===== src/rtl/dmem_lsu.sv =====
// Word-organised data memory with a valid/ready request/response interface,
// RV32I byte/half/word loads and stores, a configurable response latency and fault reporting.
module dmem_lsu #(
  parameter int unsigned DEPTH     = 64,
  parameter int unsigned LATENCY   = 1,
  parameter logic [31:0] BASE_ADDR = 32'h0000_0000
) (
  input  logic        clk,
  input  logic        reset,
  input  logic        req_valid,
  output logic        req_ready,
  input  logic        req_we,
  input  logic [2:0]  req_funct3,
  input  logic [31:0] req_addr,
  input  logic [31:0] req_wdata,
  output logic        resp_valid,
  input  logic        resp_ready,
  output logic [31:0] resp_rdata,
  output logic        resp_fault
);

  localparam int unsigned AW   = $clog2(DEPTH);
  localparam int unsigned CW   = (LATENCY > 1) ? $clog2(LATENCY) : 1;
  localparam logic [31:0] SPAN = 32'(DEPTH * 4);

  typedef enum logic [1:0] {IDLE, WAIT, RESP} state_t;

  state_t        state, state_nxt;
  logic [CW-1:0] cnt;
  logic          lat_we;
  logic [2:0]    lat_f3;
  logic [31:0]   lat_addr, lat_wdata;
  logic [31:0]   mem [DEPTH];

  logic          accept, commit, fault;
  logic [31:0]   off, word, sh_b, sh_h, wr_data, ld_data;
  logic [3:0]    wr_mask;
  logic [AW-1:0] idx;

  assign req_ready  = (state == IDLE);
  assign resp_valid = (state == RESP);
  assign accept     = req_valid && req_ready;
  // The WAIT cycle with a zero count is the one whose closing edge commits.
  assign commit     = (state == WAIT) && (cnt == '0);

  assign off  = lat_addr - BASE_ADDR;
  assign idx  = off[AW+1:2];
  assign word = mem[idx];
  assign sh_b = word >> {lat_addr[1:0], 3'b000};
  assign sh_h = word >> {lat_addr[1], 4'b0000};

  always_comb begin
    case (lat_f3)
      3'b000:  fault = 1'b0;
      3'b001:  fault = lat_addr[0];
      3'b010:  fault = (lat_addr[1:0] != 2'b00);
      3'b100:  fault = lat_we;
      3'b101:  fault = lat_we | lat_addr[0];
      default: fault = 1'b1;
    endcase
    if (off >= SPAN) fault = 1'b1;
  end

  always_comb begin
    wr_mask = '0;
    wr_data = lat_wdata;
    ld_data = '0;
    case (lat_f3[1:0])
      2'b00: begin
        wr_mask = 4'b0001 << lat_addr[1:0];
        wr_data = {4{lat_wdata[7:0]}};
        ld_data = lat_f3[2] ? {24'h0, sh_b[7:0]} : {{24{sh_b[7]}}, sh_b[7:0]};
      end
      2'b01: begin
        wr_mask = lat_addr[1] ? 4'b1100 : 4'b0011;
        wr_data = {2{lat_wdata[15:0]}};
        ld_data = lat_f3[2] ? {16'h0, sh_h[15:0]} : {{16{sh_h[15]}}, sh_h[15:0]};
      end
      2'b10: begin
        wr_mask = '1;
        ld_data = word;
      end
      default: ;
    endcase
  end

  always_comb begin
    state_nxt = state;
    case (state)
      IDLE:    if (accept) state_nxt = WAIT;
      WAIT:    if (cnt == '0) state_nxt = RESP;
      RESP:    if (resp_ready) state_nxt = IDLE;
      default: state_nxt = IDLE;
    endcase
  end

  always_ff @(posedge clk or posedge reset) begin
    if (reset) begin
      state      <= IDLE;
      cnt        <= '0;
      lat_we     <= 1'b0;
      lat_f3     <= '0;
      lat_addr   <= '0;
      lat_wdata  <= '0;
      resp_rdata <= '0;
      resp_fault <= 1'b0;
    end else begin
      state <= state_nxt;
      if (accept) begin
        lat_we    <= req_we;
        lat_f3    <= req_funct3;
        lat_addr  <= req_addr;
        lat_wdata <= req_wdata;
        cnt       <= CW'(LATENCY - 1);
      end else if (state == WAIT && cnt != '0) begin
        cnt <= cnt - CW'(1);
      end
      if (commit) begin
        resp_fault <= fault;
        resp_rdata <= (fault || lat_we) ? '0 : ld_data;
      end
    end
  end

  // Reset forces state out of WAIT asynchronously, so an aborted store never reaches here.
  always_ff @(posedge clk) begin
    if (commit && lat_we && !fault) begin
      for (int unsigned i = 0; i < 4; i++) begin
        if (wr_mask[i]) mem[idx][8*i +: 8] <= wr_data[8*i +: 8];
      end
    end
  end

endmodule


===== config.mk =====
export PLATFORM = sky130hd
export DESIGN_NAME = dmem_lsu
export DESIGN_NICKNAME = d
export VERILOG_FILES = /design/src/rtl/dmem_lsu.sv
export SDC_FILE = /design/constraint.sdc
export NUM_CORES = 2
export LEC_CHECK = 0
export CAP_MARGIN = 5
export CORE_AREA = 4 4 465 467
export CTS_CLUSTER_DIAMETER = 150
export DETAILED_ROUTE_END_ITERATION = 16
export DIE_AREA = 0 0 469 471
export SETUP_SLACK_MARGIN = 0.15
export SYNTH_ARGS = -nofsm -noshare
export SYNTH_HDL_FRONTEND = slang
export SYNTH_SLANG_ARGS = --single-unit

===== constraint.sdc =====
create_clock -name clk -period 5.7 [get_ports clk]
set_clock_uncertainty 0.05 [all_clocks]
set_input_delay 0.57 -clock clk [delete_from_list [all_inputs] [get_ports clk]]
set_output_delay 0.57 -clock clk [all_outputs]
set_load 0.02 [all_outputs]

==> metrics list <==
- Ports: 107
- The final-report hold violation count is 0.
* Part of the Yosys area used for sequential elements: 76.0%
* Arrival time of data at the critical path endpoint: approximately 5.5 ns
- After filler insertion, the fill cell instance count of the layout stands at 18100.
- Worst reg2reg setup slack: around 0.83 ns
* Area of the mapped netlist: 0.0843 mm^2
- The flow ran to the end, and the final reports show no timing, DRC or antenna violations.
- Starting utilization of the core area: 39.8%
* IR Drop Worst-Case VDD: between 0.6 and 0.7 mV
- Horizontal die dimension: 469 um
* Main area contributors after synthesis: sky130_fd_sc_hd__edfxtp_1, sky130_fd_sc_hd__dfrtp_1, sky130_fd_sc_hd__a22oi_1
- Summed over all layers, the routed wires come to 291000 um.
- By startpoint and endpoint, the worst setup path is classified as reg2reg.
* Clock root buffer: sky130_fd_sc_hd__clkbuf_16
- At the pin with the least slew margin, the transition time is ~1.3 ns.
* Synth top area share: 72.9%
- Adding up every negative setup slack in the final design gives 0 ns.
- Power per cell area: 555 mW/mm^2
* Area of the die: ~0.22 mm^2
- Static timing analysis puts the maximum clock frequency at 0.206 GHz.
- Drt first-iter violations: 7980
- Summed over all layers, the global routing overflow is 0.
- The clock passes through at most 3 buffers.
* Predominant post-synthesis flop cell: sky130_fd_sc_hd__edfxtp_1
- The worst setup path is launched from a flop.
* Number of flops mapped to enable cells by yosys: about 2000
- For this block, the via count after detailed routing is 51300.
- Number of setup buffers added after CTS: 0
* TritonCTS clock tree: yes
- First-pass GRT wire length: 398000 um
- Setup violations remaining at the end of the flow were counted as 0.
* Height of the die: roughly 470 um
- Setup repair after global routing missed its margin: false
- CP max FO: 23
- Layout-stage area growth over the synthesis result: 14.0%
- Across the run, the number of max-cap violations was 0.
- The later pin in the worst-skew pair is clocked with a latency of 0.88 ns.
* Number of core rows: 169
- Final GP Congestion: about 0.92
- Required arrival time at the worst endpoint: 6.36 ns
- Pin count of the biggest net entering global routing: between 90 and 100
* Nets in the synthesized netlist: 4948
* Proportion of synthesized flip-flops having asynchronous set or reset: 4.83%
- Yosys top cell by area: sky130_fd_sc_hd__edfxtp_1
- Final period util: ~85%
* CTS Sinks: 2152
- For this run, the share of the core covered by cells in the final layout is 45.4%.
- Mean routed wirelength per cell: 36.0 um
* Layout cells sized above 1: 17.0%
- Number of port buffers: 106
- The core region is 0.212 mm^2.
- Counting I/O delays and the setup requirement, the final critical path takes slightly below 5 ns.
* Total design power: between 50000 and 60000 uW
* Total CTS buffers: 209
- Registers take roughly 0.064 mm^2.
- The HPWL after detailed placement is 182000 um.
- Routed vias/inst: 6.34
- The worst setup path is captured at a flop.
* Number of global-route vias before repair: a little under 50000
* DR DRC count: 0
* First-pass iteration count of the detailed router: 8
* Max-slew violations: 0
- The count of nets left with antenna violations once routing finished came out at 0.
- Count of nets after finishing: a little over 5000
- The number of antenna violations at the first check in global routing was 20.
- Relative slew slack: 11.0%
* Number of instances in the synthesized netlist: 4876
- Hold repair after CTS inserted 0 buffers.
- Dividing the synthesized area by the synthesized cell count gives roughly 17 um^2.
- Clock-pin slew was measured on the worst setup and hold paths at 0.06 ns.
- CTS built an H-tree with a depth of 4.
* Leak Pwr: around 0.030 uW
- Yosys warning total: 0
* Classification of the worst-slack hold path: in2async
- Post-synthesis sequential element count: 2152
- The tightest hold path in the finished design has a slack of around 0.17 ns.
- After clock tree synthesis, the repair step resized 0 gates.
- Area of combinational cells with multiple inputs: 0.0186 mm^2
* Yosys cell types: 87
- Global routing used 25.8% of the available tracks.
-- path summary, 6_finish.rpt --
kind | to | from | depth (start not counted)
min | lat_wdata[17]$_DFFE_PP0P_ | reset | 2
max in group asynchronous | lat_f3[1]$_DFFE_PP0P_ | reset | 3
min reg2reg | resp_rdata[27]$_DFFE_PP0P_ | resp_rdata[27]$_DFFE_PP0P_ | 2
max reg2reg | resp_rdata[29]$_DFFE_PP0P_ | lat_addr[6]$_DFFE_PP0P_ | 10
min in group clk | lat_f3[0]$_DFFE_PP0P_ | req_funct3[0] | 3
max | resp_rdata[29]$_DFFE_PP0P_ | lat_addr[6]$_DFFE_PP0P_ | 10
-- where the power goes --
| group | switching, uW | leakage, uW | internal [uW] | total (uW) |
|---|---|---|---|---|
| clock | 5950 | 0.00318 | 7660 | 13600 |
| combinational | 13400 | 0.00715 | 4720 | 18100 |
| sequential | 627 | 0.0197 | 21000 | 21600 |
| total | 20000 | 0.0300 | 33400 | 53300 |
-- critical path, cell delays in order (launching register included) --
cell and delay [ns]:
sky130_fd_sc_hd__dfrtp_1 0.36, sky130_fd_sc_hd__buf_4 0.34, sky130_fd_sc_hd__clkinv_1 0.48, sky130_fd_sc_hd__nand3_1 1.09, sky130_fd_sc_hd__buf_4 0.32, sky130_fd_sc_hd__a21oi_1 0.06, sky130_fd_sc_hd__or4_1 0.50, sky130_fd_sc_hd__nor4_2 0.64
sky130_fd_sc_hd__buf_4 0.24, sky130_fd_sc_hd__o32a_2 0.42, sky130_fd_sc_hd__o211ai_1 0.16
-- synthesized netlist by cell type (9+ instances only) --
cell type / instances
sky130_fd_sc_hd__mux4_2: 97
sky130_fd_sc_hd__inv_1: 11
sky130_fd_sc_hd__dfrtp_1: 104
sky130_fd_sc_hd__and2_1: 9
sky130_fd_sc_hd__mux2i_1: 184
sky130_fd_sc_hd__edfxtp_1: 2048
sky130_fd_sc_hd__mux2_2: 188
sky130_fd_sc_hd__nor3b_1: 10
sky130_fd_sc_hd__a221oi_1: 116
sky130_fd_sc_hd__nor2_1: 312
sky130_fd_sc_hd__o31ai_1: 12
sky130_fd_sc_hd__o2bb2ai_1: 18
sky130_fd_sc_hd__buf_1: 58
sky130_fd_sc_hd__a222oi_1: 18
sky130_fd_sc_hd__nor2b_1: 16
sky130_fd_sc_hd__nor3_1: 18
sky130_fd_sc_hd__a22o_1: 53
sky130_fd_sc_hd__nand2b_1: 24
sky130_fd_sc_hd__buf_2: 135
sky130_fd_sc_hd__nand3_1: 48
sky130_fd_sc_hd__and4b_1: 25
sky130_fd_sc_hd__and3_1: 13
sky130_fd_sc_hd__clkbuf_1: 106
sky130_fd_sc_hd__a211oi_1: 13
sky130_fd_sc_hd__nor4b_1: 24
sky130_fd_sc_hd__a2111oi_0: 17
sky130_fd_sc_hd__nand2_1: 200
sky130_fd_sc_hd__nor4_1: 17
sky130_fd_sc_hd__a31oi_1: 60
sky130_fd_sc_hd__o22ai_1: 60
sky130_fd_sc_hd__a22oi_1: 312
sky130_fd_sc_hd__nor4bb_1: 24
sky130_fd_sc_hd__a21oi_1: 68
sky130_fd_sc_hd__and4_1: 18
sky130_fd_sc_hd__nand3b_1: 13
sky130_fd_sc_hd__o22a_1: 19
sky130_fd_sc_hd__and3b_1: 19
sky130_fd_sc_hd__o211ai_1: 31
sky130_fd_sc_hd__o21ai_0: 96
sky130_fd_sc_hd__buf_6: 19
sky130_fd_sc_hd__buf_4: 39
sky130_fd_sc_hd__a31o_2: 15
sky130_fd_sc_hd__nand4_1: 46
sky130_fd_sc_hd__a221o_1: 20
-- cells by family (layout without fill, tap and decap cells) --
| family | Yosys count | in the layout | share of synthesized area [%] |
|---|---|---|---|
| multiplexers | 473 | 473 | 7.39 |
| AND/OR/NAND/NOR | 870 | 870 | 5.38 |
| flip-flops | 2152 | 2152 | 76.0 |
| AO/OA/AOI/OAI | 1009 | 1009 | 8.97 |
| buffers and inverters | 372 | 743 | 2.26 |
| other | 0 | 13 | 0 |
-- registers in the layout, indices dropped and copies added (netlist names) --
signal and flops:
resp_rdata 32, lat_f3 3, state 2, lat_we 1
cnt 1, mem 2048, lat_wdata 32, lat_addr 32
resp_fault 1
-- stage by stage --
stage	instance area (um^2)	cells	worst slack [ns]
after floorplan	84300	4876	1.17
after global placement	89500	7687	1.22
after detailed placement	89500	7688	1.17
after CTS	96100	8068	1.15
after global routing	96100	8068	0.851
final	96100	8081	0.834
-- layout make-up --
cell class / count / area share [%]
multi-input cells: 2352 / 19.4
diodes: 13 / 0.0338
inverters: 12 / 0.0547
well taps: 2821 / 3.67
clock inverters: 95 / 1.00
flip-flops and latches: 2152 / 66.7
clock buffers: 285 / 5.82
repair buffers: 351 / 3.31
-- layer usage --
metal	vias up	wire length [um]	GRT usage [%]
met1	26400	108000	34.5
met4	18	19100	14.3
met2	3698	127000	37.3
met3	812	37400	8.26
li1	20300	-	-
met5	-	122	0
-- layout by cell type, fill, tap and decap left out, drive strengths merged, types with 19 or more instances in the layout --
master         count
a31oi             60
nand3             50
and4b             25
nor2             312
mux2             189
o21ai             96
clkdlybuf4s50    106
a22o              53
nor4b             25
clkbuf           285
o22a              19
inv               21
mux2i            184
dfrtp            104
a22oi            313
nand2b            24
buf              245
nand4             46
a221o             20
a221oi           116
nor4bb            24
edfxtp          2048
nand2            200
o211ai            32
mux4             100
clkinv            66
o22ai             60
and3b             19
a21oi             68
No activity file was read; power rests on OpenSTA's default activity.
